==> config.mk <==
export PLATFORM = sky130hd
export DESIGN_NAME = keypad_scan
export DESIGN_NICKNAME = d
export VERILOG_FILES = /design/src/rtl/keypad_scan_pkg.sv /design/src/rtl/keypad_scan_tick.sv /design/src/rtl/keypad_scan.sv
export SDC_FILE = /design/constraint.sdc
export NUM_CORES = 1
export LEC_CHECK = 0
export CAP_MARGIN = 0
export CORE_UTILIZATION = 30
export DETAILED_ROUTE_END_ITERATION = 10
export SKIP_CTS_REPAIR_TIMING = 1
export SYNTH_ARGS = -nofsm -noshare
export SYNTH_HDL_FRONTEND = slang
export SYNTH_SLANG_ARGS = --single-unit
==> constraint.sdc <==
create_clock -name clk -period 2.65 [get_ports clk]
set_clock_uncertainty 0.15 [all_clocks]
set_input_delay 0.53 -clock clk [delete_from_list [all_inputs] [get_ports clk]]
set_output_delay 0.53 -clock clk [all_outputs]
set_load 0.1 [all_outputs]
==> src/rtl/keypad_scan_pkg.sv <==
// keypad_scan_pkg: FSM states, special key codes and scan helpers shared by the keypad scanner.
package keypad_scan_pkg;
  typedef enum logic [1:0] {SCAN = 2'd0, DEBOUNCE = 2'd1, PRESS = 2'd2, RELEASE = 2'd3} state_t;
  localparam logic [3:0] KEY_STAR = 4'd14;
  localparam logic [3:0] KEY_HASH = 4'd15;
  localparam logic [3:0] ROW_RST = 4'b1111;
  function automatic logic [3:0] key_map(input logic [1:0] r, input logic [1:0] c);
    logic [3:0] k;
    case ({r, c})
      4'h0: k = 4'd1;
      4'h1: k = 4'd2;
      4'h2: k = 4'd3;
      4'h3: k = 4'd10;
      4'h4: k = 4'd4;
      4'h5: k = 4'd5;
      4'h6: k = 4'd6;
      4'h7: k = 4'd11;
      4'h8: k = 4'd7;
      4'h9: k = 4'd8;
      4'ha: k = 4'd9;
      4'hb: k = 4'd12;
      4'hc: k = KEY_STAR;
      4'hd: k = 4'd0;
      4'he: k = KEY_HASH;
      default: k = 4'd13;
    endcase
    return k;
  endfunction
  function automatic logic [3:0] next_row(input logic [3:0] row_n);
    return (row_n == ROW_RST) ? 4'b1110 : {row_n[2:0], row_n[3]};
  endfunction
  // Index of the lowest zero bit; used for both the driven row and the pressed column.
  function automatic logic [1:0] low_idx(input logic [3:0] v);
    return !v[0] ? 2'd0 : !v[1] ? 2'd1 : !v[2] ? 2'd2 : 2'd3;
  endfunction
endpackage

==> src/rtl/keypad_scan_tick.sv <==
// keypad_tick: prescaler emitting a one-clk tick every SCAN_DIV cycles.
module keypad_tick #(
  parameter int SCAN_DIV = 50000
) (
  input  logic clk,
  input  logic rst,
  output logic tick
);
  localparam int W = $clog2(SCAN_DIV);
  logic [W-1:0] cnt_q, cnt_d;
  always_comb begin
    tick = cnt_q == W'(SCAN_DIV - 1);
    cnt_d = tick ? '0 : cnt_q + 1'b1;
  end
  always_ff @(posedge clk or posedge rst)
    if (rst) cnt_q <= '0;
    else cnt_q <= cnt_d;
endmodule

==> src/rtl/keypad_scan.sv <==
// keypad_scan: 4x4 keypad scanner with press/release debounce, valid/ack key output and BCD entry buffer.
module keypad_scan
  import keypad_scan_pkg::*;
#(
  parameter int SCAN_DIV  = 50000,
  parameter int DEB_TICKS = 16
) (
  input  logic        clk,
  input  logic        rst,
  input  logic [3:0]  col_n,
  output logic [3:0]  row_n,
  output logic [3:0]  key_code,
  output logic        key_valid,
  input  logic        key_ack,
  output logic        overrun,
  output logic [11:0] num
);
  localparam int CW = $clog2(DEB_TICKS + 1);
  logic tick;
  logic [3:0] col_m_q, col_s_q;
  state_t state_q, state_d;
  logic [3:0] row_n_q, row_n_d;
  logic [1:0] row_q, row_d, col_q, col_d;
  logic [CW-1:0] deb_cnt_q, deb_cnt_d, rel_cnt_q, rel_cnt_d;
  logic [3:0] key_code_q, key_code_d;
  logic key_valid_q, key_valid_d, overrun_q, overrun_d;
  logic [11:0] num_q, num_d;
  logic any_low, held_low, press, accept, ack_hit;
  logic [3:0] code;
  keypad_tick #(.SCAN_DIV(SCAN_DIV)) u_tick (.clk(clk), .rst(rst), .tick(tick));
  always_ff @(posedge clk or posedge rst)
    if (rst) begin
      col_m_q <= 4'hf;
      col_s_q <= 4'hf;
      state_q <= SCAN;
      row_n_q <= ROW_RST;
      row_q <= '0;
      col_q <= '0;
      deb_cnt_q <= '0;
      rel_cnt_q <= '0;
      key_code_q <= '0;
      key_valid_q <= 1'b0;
      overrun_q <= 1'b0;
      num_q <= '0;
    end else begin
      col_m_q <= col_n;
      col_s_q <= col_m_q;
      state_q <= state_d;
      row_n_q <= row_n_d;
      row_q <= row_d;
      col_q <= col_d;
      deb_cnt_q <= deb_cnt_d;
      rel_cnt_q <= rel_cnt_d;
      key_code_q <= key_code_d;
      key_valid_q <= key_valid_d;
      overrun_q <= overrun_d;
      num_q <= num_d;
    end
  // Counters compare against DEB_TICKS-1: the current tick is the one that completes the run.
  always_comb begin
    state_d = state_q;
    row_n_d = row_n_q;
    row_d = row_q;
    col_d = col_q;
    deb_cnt_d = deb_cnt_q;
    rel_cnt_d = rel_cnt_q;
    any_low = ~&col_s_q;
    held_low = ~col_s_q[col_q];
    case (state_q)
      SCAN:
        if (tick) begin
          if (any_low) begin
            row_d = low_idx(row_n_q);
            col_d = low_idx(col_s_q);
            deb_cnt_d = CW'(1);
            state_d = (DEB_TICKS == 1) ? PRESS : DEBOUNCE;
          end else row_n_d = next_row(row_n_q);
        end
      DEBOUNCE:
        if (tick) begin
          if (!held_low) begin
            state_d = SCAN;
            row_n_d = next_row(row_n_q);
          end else if (deb_cnt_q == CW'(DEB_TICKS - 1)) state_d = PRESS;
          else deb_cnt_d = deb_cnt_q + 1'b1;
        end
      PRESS: begin
        state_d = RELEASE;
        rel_cnt_d = '0;
      end
      default:
        if (tick) begin
          if (any_low) rel_cnt_d = '0;
          else if (rel_cnt_q == CW'(DEB_TICKS - 1)) begin
            rel_cnt_d = '0;
            state_d = SCAN;
            row_n_d = next_row(row_n_q);
          end else rel_cnt_d = rel_cnt_q + 1'b1;
        end
    endcase
  end
  always_comb begin
    press = state_q == PRESS;
    code = key_map(row_q, col_q);
    accept = ~key_valid_q | key_ack;
    ack_hit = key_valid_q & key_ack;
    key_code_d = (press && accept) ? code : key_code_q;
    key_valid_d = press | (key_valid_q & ~key_ack);
    overrun_d = (press & ~accept) | (overrun_q & ~ack_hit);
    num_d = !press ? num_q :
            (code == KEY_STAR) ? 12'h000 :
            (code == KEY_HASH) ? {4'h0, num_q[11:4]} :
            (code < 4'd10) ? {num_q[7:0], code} : num_q;
  end
  assign row_n = row_n_q;
  assign key_code = key_code_q;
  assign key_valid = key_valid_q;
  assign overrun = overrun_q;
  assign num = num_q;
endmodule

### Word level (Yosys, flattened, before mapping)

Memories as Yosys holds them, arrays and structs flattened.
Cells that the tools add are included.

| operators by class | value |
|---|---|
| add/sub/neg operators | 3 |
| reduce and logical (&&, ||, !) cells | 17 |
| bitwise operators | 14 |
| magnitude comparators | 2 |
| multiply operators | 0 |
| eq/ne operators | 16 |
| divide/modulo/power cells | 0 |
| multiplexer cells | 40 |
| shift operators | 0 |

Operator list:

| operator | count |
|---|---|
| 5-bit 2-to-1 mux | 8 |
| 12-bit 2-to-1 mux | 3 |
| 4-bit 2-to-1 mux | 8 |
| 2-bit 2-to-1 mux | 12 |
| 5-bit one-hot mux with 2 select lines | 2 |
| 16-bit by 1-bit adder with 16-bit output, second input constant | 1 |
| 16-bit equality test, second input constant | 1 |
| 16-bit 2-to-1 mux | 1 |
| 2-bit inequality test, second input constant | 7 |
| 4-bit equality test, second input constant | 3 |
| 4-bit one-hot mux with 3 select lines | 1 |
| 6-bit AND reduction | 2 |
| 5-bit by 1-bit adder with 5-bit output, second input constant | 2 |
| 5-bit by 4-bit equality test with 1-bit output, second input constant | 2 |
| 4-bit nonzero test | 2 |
| 1-bit inverter | 7 |
| 7-bit AND reduction | 1 |
| 2-bit one-hot mux with 3 select lines | 1 |
| 2-bit nonzero test | 3 |
| 3-bit nonzero test | 2 |
| 1-bit AND | 4 |
| 4-bit < comparator, second input constant | 1 |
| 2-bit AND reduction | 2 |
| 4-bit AND reduction | 1 |
| other kinds (11) | 15 |

| storage, ports and cells | value |
|---|---|
| memories kept | 1 |
| bits in latches | 0 |
| logic and storage cells | 106 |
| memory bits (writable) | 0 |
| ROM bits | 64 |
| register bits after elaboration | 62 |
| output and inout bits | 22 |

Memory list:

| name | words | bits a word | rd ports | clocked after memory_dff | wr ports | RTL line | RTL |
|---|---|---|---|---|---|---|---|
| (no name shown) | 16 | 4 | 1 | 0 | 0 | keypad_scan_pkg.sv:9 | `case ({r, c})` |

### Longest topological paths before layout

Gate-level depths: netlist of run 1.

| logic depth | value |
|---|---|
| depth in word-level cells | 6 |
| depth in mapped cells | 8 |
| mapped depth without buffers | 7 |

### Hierarchy

A second synthesis of run 1 with hierarchy kept.

| second synthesis, totals | value |
|---|---|
| cells, all modules | 281 |
| area total of the unflattened synthesis | 3,096.7 sq um |

Modules (own cells, without submodules):

| module | instances | sequential area each (sq um) | cells an instance | area each (sq um) |
|---|---|---|---|---|
| keypad_scan | 1 | 1,166.1 | 211 | 2,311.0 |
| keypad_tick | 1 | 400.4 | 70 | 785.8 |

### Least setup slack after synthesis of run 1

No wires, ideal clock.

| timing path | value |
|---|---|
| kind | reg2reg |
| start | register col_q[1] |
| end | register num_q[5] (netlist: num[5]) |
| arrival time | 2,068 ps |
| path slack | 306 ps |
| clock period less this slack | 2,344 ps |
| cell stages (with the launch flop) | 9 |
| data required time | 2,374 ps |
| path buffers | 1 |
| cell sequence | dfrtp_1 -> inv_1 -> ha_1 -> inv_1 -> mux4_2 -> xnor2_1 -> a21oi_2 -> buf_6 -> mux2_4 |

| on the way | value |
|---|---|
| longest elaborated chain between the ends | 4 |
| elaborated cells on any way between the ends | 8 |

Ends and longest elaborated chain:

| element | RTL line | RTL |
|---|---|---|
| start: declaration | keypad_scan.sv:23 | `logic [1:0] row_q, row_d, col_q, col_d;` |
| start signal: assignment | keypad_scan.sv:51 | `col_q <= col_d;` |
| memory read 16 x 4 bit (*) | n/a |  |
| 4-bit < comparator (tied with other cells) | keypad_scan.sv:113 | `(code < 4'd10) ? {num_q[7:0], code} : num_q;` |
| 3-bit nonzero test (no line) / 12-bit 2-to-1 mux (equally long branches) | n/a |  |
| 2-bit AND reduction (no line) / 12-bit 2-to-1 mux (equally long branches) | n/a |  |
| end signal: assignment | keypad_scan.sv:57 | `num_q <= num_d;` |
| end: declaration | keypad_scan.sv:27 | `logic [11:0] num_q, num_d;` |

Mark *: on every way between the ends. The rest lies on a longest branch, timed or not.
A chain may end at the register's enable or synchronous reset.

### Final worst setup path of run 1

| timing path | value |
|---|---|
| start | register col_q[1] |
| end | register num_q[7] (netlist: num[7]) |

Same word-level chain as after synthesis.

==> results of run 1 <==
## critical path, cell delays in order (launching register included)
cell     delay [ns]
dfrtp_1        0.37
inv_1          0.15
ha_1           0.17
inv_1          0.03
mux4_2         0.50
xnor2_1        0.17
a21oi_2        0.19
buf_12         0.17
mux2_2         0.33
## logic make-up (layout without fill, tap and decap cells)
kind of cell,after synthesis,count (layout),share of synthesized area (%)
compound gates,49,49,10.7
fa+ha+maj,10,10,4.07
simple gates,93,93,15.1
xor+xnor,14,14,3.99
mux,28,28,11.0
flops,62,62,51.0
buf+inv,28,73,4.24
## power by group
group	internal, W	total [W]	switching [W]
clock network	0.000341	0.000720	0.000378
registers	0.000959	0.000963	0.00000424
logic	0.0000176	0.0000527	0.0000351
## flip-flops by register name, summed over array words and instances, names as in the netlist
signal / flops
u_tick.cnt_q: 16
state_q: 2
key_valid: 1
row_q: 2
num: 12
row_n: 4
deb_cnt_q: 5
overrun: 1
key_code: 4
col_s_q: 4
col_m_q: 4
rel_cnt_q: 5
col_q: 2
## path summary, 6_finish.rpt
check,slack (ns),endpoint
worst min-delay path,0.20,col_s_q[3]
worst max register to register,0.32,num[7]
worst max-delay path,0.32,num[7]
max in group asynchronous,1.34,col_m_q[3]
min in group asynchronous,0.39,overrun
worst min register to register,0.20,col_s_q[3]
## through the flow
step	util [%]	cell area, µm²	instances	power, W	hold slack (ns)
2_1_floorplan	-	3070	284	0.00101	0.195
3_3_place_gp	35.5	3500	446	0.00103	0.197
3_5_place_dp	35.5	3500	446	0.00104	0.197
4_1_cts	37.2	3660	462	0.00177	0.207
5_1_grt	37.2	3660	462	0.00182	0.210
6_report	37.2	3660	462	0.00174	0.205
## layout make-up
type                            instances  area share (%)
Clock inverter                          5           0.990
Sequential cell                        62            42.7
Clock buffer                           11            3.58
Inverter                               21            2.15
Tap cell                              133            4.54
Timing Repair Buffer                   36            8.47
Multi-Input combinational cell        194            37.5
## cell usage in the layout, fill, tap and decap left out, types with 3 or more instances in the layout
cell and count:
mux2_2 9, dfrtp_1 50, and3_1 5, mux2_4 4, a21oi_1 12, nand3_1 15
inv_1 19, nor2_1 17, o21ai_0 17, xor2_1 8, mux2i_1 13, buf_4 28
clkinvlp_4 3, nand2_1 34, dfstp_2 12, clkbuf_8 9, ha_1 10, nor3b_1 4
xnor2_1 6, clkdlybuf4s50_1 6
## per-layer routing
layer  wire length (µm)  part of all wire (%)  global-route usage (%)
met2               2370                    42                    17.2
met4                 68                   1.2                    5.85
met5                  0                     0                       0
met3                204                   3.7                    3.23
met1               2940                    53                    15.8
==> results.json, run 1 <==
{
  "grt_pass1_vias": 2036,
  "setup_viol": 0,
  "cts_buffer_depth": 2,
  "drive_gt1_share_pct": 24.3,
  "tritoncts": "done",
  "timing.fmax_ghz": 0.429,
  "worst-setup-path-type": "reg -> reg",
  "tightest_slew_ns": 0.742,
  "yosysUniqueCellTypes": 47,
  "endpoint_kind": "register",
  "dpl_worst_slack_ns": 0.303,
  "htree_num_levels": 3,
  "routed_wl_mm": 5.57,
  "tns_ns": 0,
  "grt_pass1_wl_mm": 9.43,
  "hpwl_mm": 3.96,
  "die_y_um": 103,
  "cts_sinks": 62,
  "portBuffers": 28,
  "core_mm2": 0.00986,
  "final_hold_viol_count": 0,
  "fin_crit_ns": 2.33,
  "drtAntennaViolNets": 0,
  "dr_total_vias": 2142,
  "peakVddDrop_mv": 0.250,
  "status": "finished, final reports clean",
  "insertion_delay_ns": 0.34,
  "fp.dieArea_mm2": 0.0106,
  "n_fill_cell": 970,
  "grt_use_total_pct": 11.7,
  "synth_edf_count": 0,
  "grt_max_degree": 25,
  "crit_fanout": 12,
  "antenna_found_initial": 0,
  "reg2reg_from": "col_q[1]",
  "synth_top_area_share_pct": 40.7,
  "hold_path_depth": 0,
  "rsz0062_at_grt": "no",
  "synth-seq-area-share_pct": 51.0,
  "yosys-top-cells-count": "50 x dfrtp_1, 34 x nand2_1, 20 x inv_1, 17 x nor2_1, 17 x o21ai_0",
  "place_congestion": 0.759,
  "cts_root_buf": "clkbuf_8",
  "pin_count": 29,
  "grt.overflow.total": 0,
  "rows": 36,
  "cp_data_required_time_ns": 2.73,
  "finalWorstSetupSlack_ns": 0.321,
  "rr_worst_depth": 8,
  "cts_made_buffers": 9,
  "worstHoldPathType": "reg -> reg",
  "syn_avg_cell_area_um2": 10.8,
  "die_w_um": 103,
  "yosysTopAreaCell": "dfrtp_1",
  "ff_latch_area_mm2": 0.00157,
  "synth_area_mm2": 0.00307,
  "cts.clk_slew.worst_paths_ns": 0.08,
  "final.period_utilization_pct": 87.9,
  "slew_headroom_pct": 50.6,
  "area_growth_pct": 19.3,
  "drt_iter0_drc": 79,
  "drc": 0,
  "ys_ff_latch": 62,
  "yosysMostFrequentCell": "dfrtp_1",
  "yosys-top-cells-area": "dfrtp_1 41%, dfstp_2 10%, mux2i_1 4.2%, nand2_1 4.2%, ha_1 4.1%",
  "cp_data_arrival_time_ns": 2.41,
  "power_density_mw_per_mm2": 473,
  "wl_per_cell_um": 12.1,
  "p_leak_nw": 1.60,
  "synth_flop_cell": "dfrtp_1",
  "layout.nets": 341,
  "viasPerCell": 4.64,
  "cp-start-kind": "register",
  "syn_nets": 301,
  "drv_cap": 0,
  "syn_inst": 284,
  "drtPass1Iterations": 4,
  "synthArstFlopShare_pct": 100,
  "hold_start": "col_m_q[3]",
  "maxSlewViolCount": 0,
  "multi_input_area_mm2": 0.00138,
  "diodes": 0,
  "critical_path.startpoint": "col_q[1]",
  "initial_core_util_pct": 31.1,
  "ys_warn_count": 0
}
Note: power is estimated with default switching activity, not from simulation.
==> inputs of run 2 (changes only) <==
--- a/config.mk
+++ b/config.mk
@@ -8,6 +8,7 @@
 export CAP_MARGIN = 0
 export CORE_UTILIZATION = 30
 export DETAILED_ROUTE_END_ITERATION = 10
+export GPL_TIMING_DRIVEN = 0
 export SKIP_CTS_REPAIR_TIMING = 1
 export SYNTH_ARGS = -nofsm -noshare
 export SYNTH_HDL_FRONTEND = slang
==> run 2 against run 1 <==
Net effect:
- final cell count did not move
- first-iteration DRC count shrank 19%
- worst setup slack worse by 0.25 ns
- total power up 9.4%
- clock power increased by 23%
- final area increased by 2.5%
- sequential share of layout area shrank 1.0 points
- die area unchanged
- count of clock-buffer cells in the layout unchanged
- largest cell class unchanged
- register-to-register slack got worse by 0.18 ns
- critical path depth decreased by 7
==> results.json, run 2 (synthesis gave the netlist of run 1 again) <==
{
  "regMostFlops": "u_tick.cnt_q",
  "crit_slowest_cell": "clkdlybuf4s50_1",
  "layout_common_cells": "50 x dfrtp_1, 34 x nand2_1, 24 x clkdlybuf4s50_1",
  "p_comb_share_pct": 2.7,
  "rsz0062_at_grt": "no",
  "diodes": 0,
  "cts_sinks": 62,
  "drc": 0,
  "p_switching_w": 0.000398,
  "slew_headroom_pct": 34.5,
  "portBuffers": 28,
  "core_mm2": 0.00986,
  "cts_root_buf": "clkbuf_8",
  "crit_family": "buffers and inverters",
  "peakVddDrop_mv": 0.229,
  "drtPass1Iterations": 4,
  "power_w": 0.00190,
  "clkPwrFrac_pct": 46.6,
  "dr_total_vias": 2160,
  "cp-start-kind": "register",
  "max_stage_delay_ns": 1.15,
  "rows": 36,
  "grt_max_degree": 33,
  "pin_count": 29,
  "cts.clk_slew.worst_paths_ns": 0.08,
  "tritoncts": "done",
  "worstHoldPathType": "reg -> reg",
  "wl_per_cell_um": 12.2,
  "setup_viol": 0,
  "grt.overflow.total": 0,
  "final_hold_viol_count": 0,
  "p_int_w": 0.00150,
  "layout.nets": 341,
  "die_y_um": 103,
  "drv_cap": 0,
  "hpwl_mm": 3.97,
  "maxSlewViolCount": 0,
  "insertion_delay_ns": 0.34,
  "cts_buffer_depth": 2,
  "cts_made_buffers": 9,
  "p_sw_share_pct": 20.9,
  "drtAntennaViolNets": 0,
  "largest_register_ffs": 16,
  "final.period_utilization_pct": 97.2,
  "power_density_mw_per_mm2": 506,
  "routed_wl_mm": 5.64,
  "drt_iter0_drc": 64,
  "timing.fmax_ghz": 0.388,
  "p_leak_nw": 1.65,
  "final_cell_count_no_fill": 462,
  "initial_core_util_pct": 31.1,
  "place_congestion": 0.783,
  "dp.cells": 446,
  "final_common_cell": "dfrtp_1",
  "viasPerCell": 4.68,
  "crit_fanout": 4,
  "fp.dieArea_mm2": 0.0106,
  "endpoint_kind": "output port",
  "fin_util_pct": 38.1,
  "crit_buf_inv": 1,
  "area_growth_pct": 22.2,
  "path_cells": "clkdlybuf4s50_1",
  "drive_gt1_share_pct": 17.3,
  "cp_data_required_time_ns": 1.97,
  "p_seq_share_pct": 50.7,
  "tightest_slew_ns": 0.980,
  "grt_use_total_pct": 11.8,
  "grt_pass1_wl_mm": 9.57,
  "die_w_um": 103,
  "cp_data_arrival_time_ns": 1.90,
  "grt_pass1_vias": 2005,
  "antenna_found_initial": 0,
  "htree_num_levels": 3,
  "tns_ns": 0,
  "fin_crit_ns": 2.58,
  "status": "finished, final reports clean",
  "worst-setup-path-type": "reg -> out"
}
[run 2: changes by cell type in the layout (fill, tap and decap cells not counted), moves of 2 or more]
cell,previous run,this run
buf_4,28,0
clkinv_2,1,3
dlymetal6s2s_1,0,4
buf_6,0,3
clkdlybuf4s50_1,6,24
buf_2,0,2
clkbuf_1,2,4
bufinv_16,0,2
clkinvlp_4,3,0
[run 2: worst paths after layout]
| check | start | to | slack (ns) | cells after the start |
|---|---|---|---|---|
| max in group asynchronous | rst | col_s_q[0] | 1.20 | 3 |
| worst max register to register | col_q[0] | num[5] | 0.14 | 7 |
| worst max-delay path | num[5] | num[5] | 0.07 | 1 |
| worst min-delay path | col_m_q[1] | col_s_q[1] | 0.21 | 0 |
| worst min register to register | col_m_q[1] | col_s_q[1] | 0.21 | 0 |
| min in group asynchronous | rst | num[3] | 0.47 | 2 |
[run 2: final cells by class]
type	count	area [µm²]
well taps	133	166
clock inverters	5	75.1
multi-input cells	194	1380
inverters	21	78.8
plain buffers	7	51.3
clock buffers	11	131
flip-flops and latches	62	1570
fillers	959	6110
repair buffers	29	310
[run 2: through the flow]
step | cell area [µm²] | hold slack (ns) | setup WS, ns
finish | 3750 | 0.206 | 0.0742
global placement | 3520 | 0.197 | -0.742
detailed placement | 3540 | 0.197 | 0.110
global route | 3750 | 0.209 | 0.00648
floorplan | 3070 | 0.195 | 0.306
CTS | 3740 | 0.207 | -0.101
[run 2: metal layers]
| layer | track usage, % | share of wire (%) | vias up |
|---|---|---|---|
| met3 | 3.02 | 3.0 | 11 |
| met4 | 5.85 | 2.2 | 0 |
| li1 | - | - | 1075 |
| met5 | 0 | 0 | - |
| met2 | 17.0 | 43 | 40 |
| met1 | 16.5 | 52 | 1034 |
[run 2: power by group through the flow]
stage          Combinational [W]  Sequential [W]  Clock [W]
2_1_floorplan          0.0000211        0.000988          0
4_1_cts                0.0000537        0.000963   0.000908
6_report               0.0000508        0.000963   0.000884
3_5_place_dp           0.0000535        0.000980          0
3_3_place_gp           0.0000489        0.000980          0
5_1_grt                0.0000578        0.000963   0.000954
==> inputs of run 3 (changes only) <==
--- a/config.mk
+++ b/config.mk
@@ -8,7 +8,7 @@
 export CAP_MARGIN = 0
 export CORE_UTILIZATION = 30
 export DETAILED_ROUTE_END_ITERATION = 10
-export GPL_TIMING_DRIVEN = 0
+export GPL_TIMING_DRIVEN = 1
 export SKIP_CTS_REPAIR_TIMING = 1
 export SYNTH_ARGS = -nofsm -noshare
 export SYNTH_HDL_FRONTEND = slang
==> results of run 3 <==
Same layout as run 1: the final DEF is identical, and so are final timing and power.
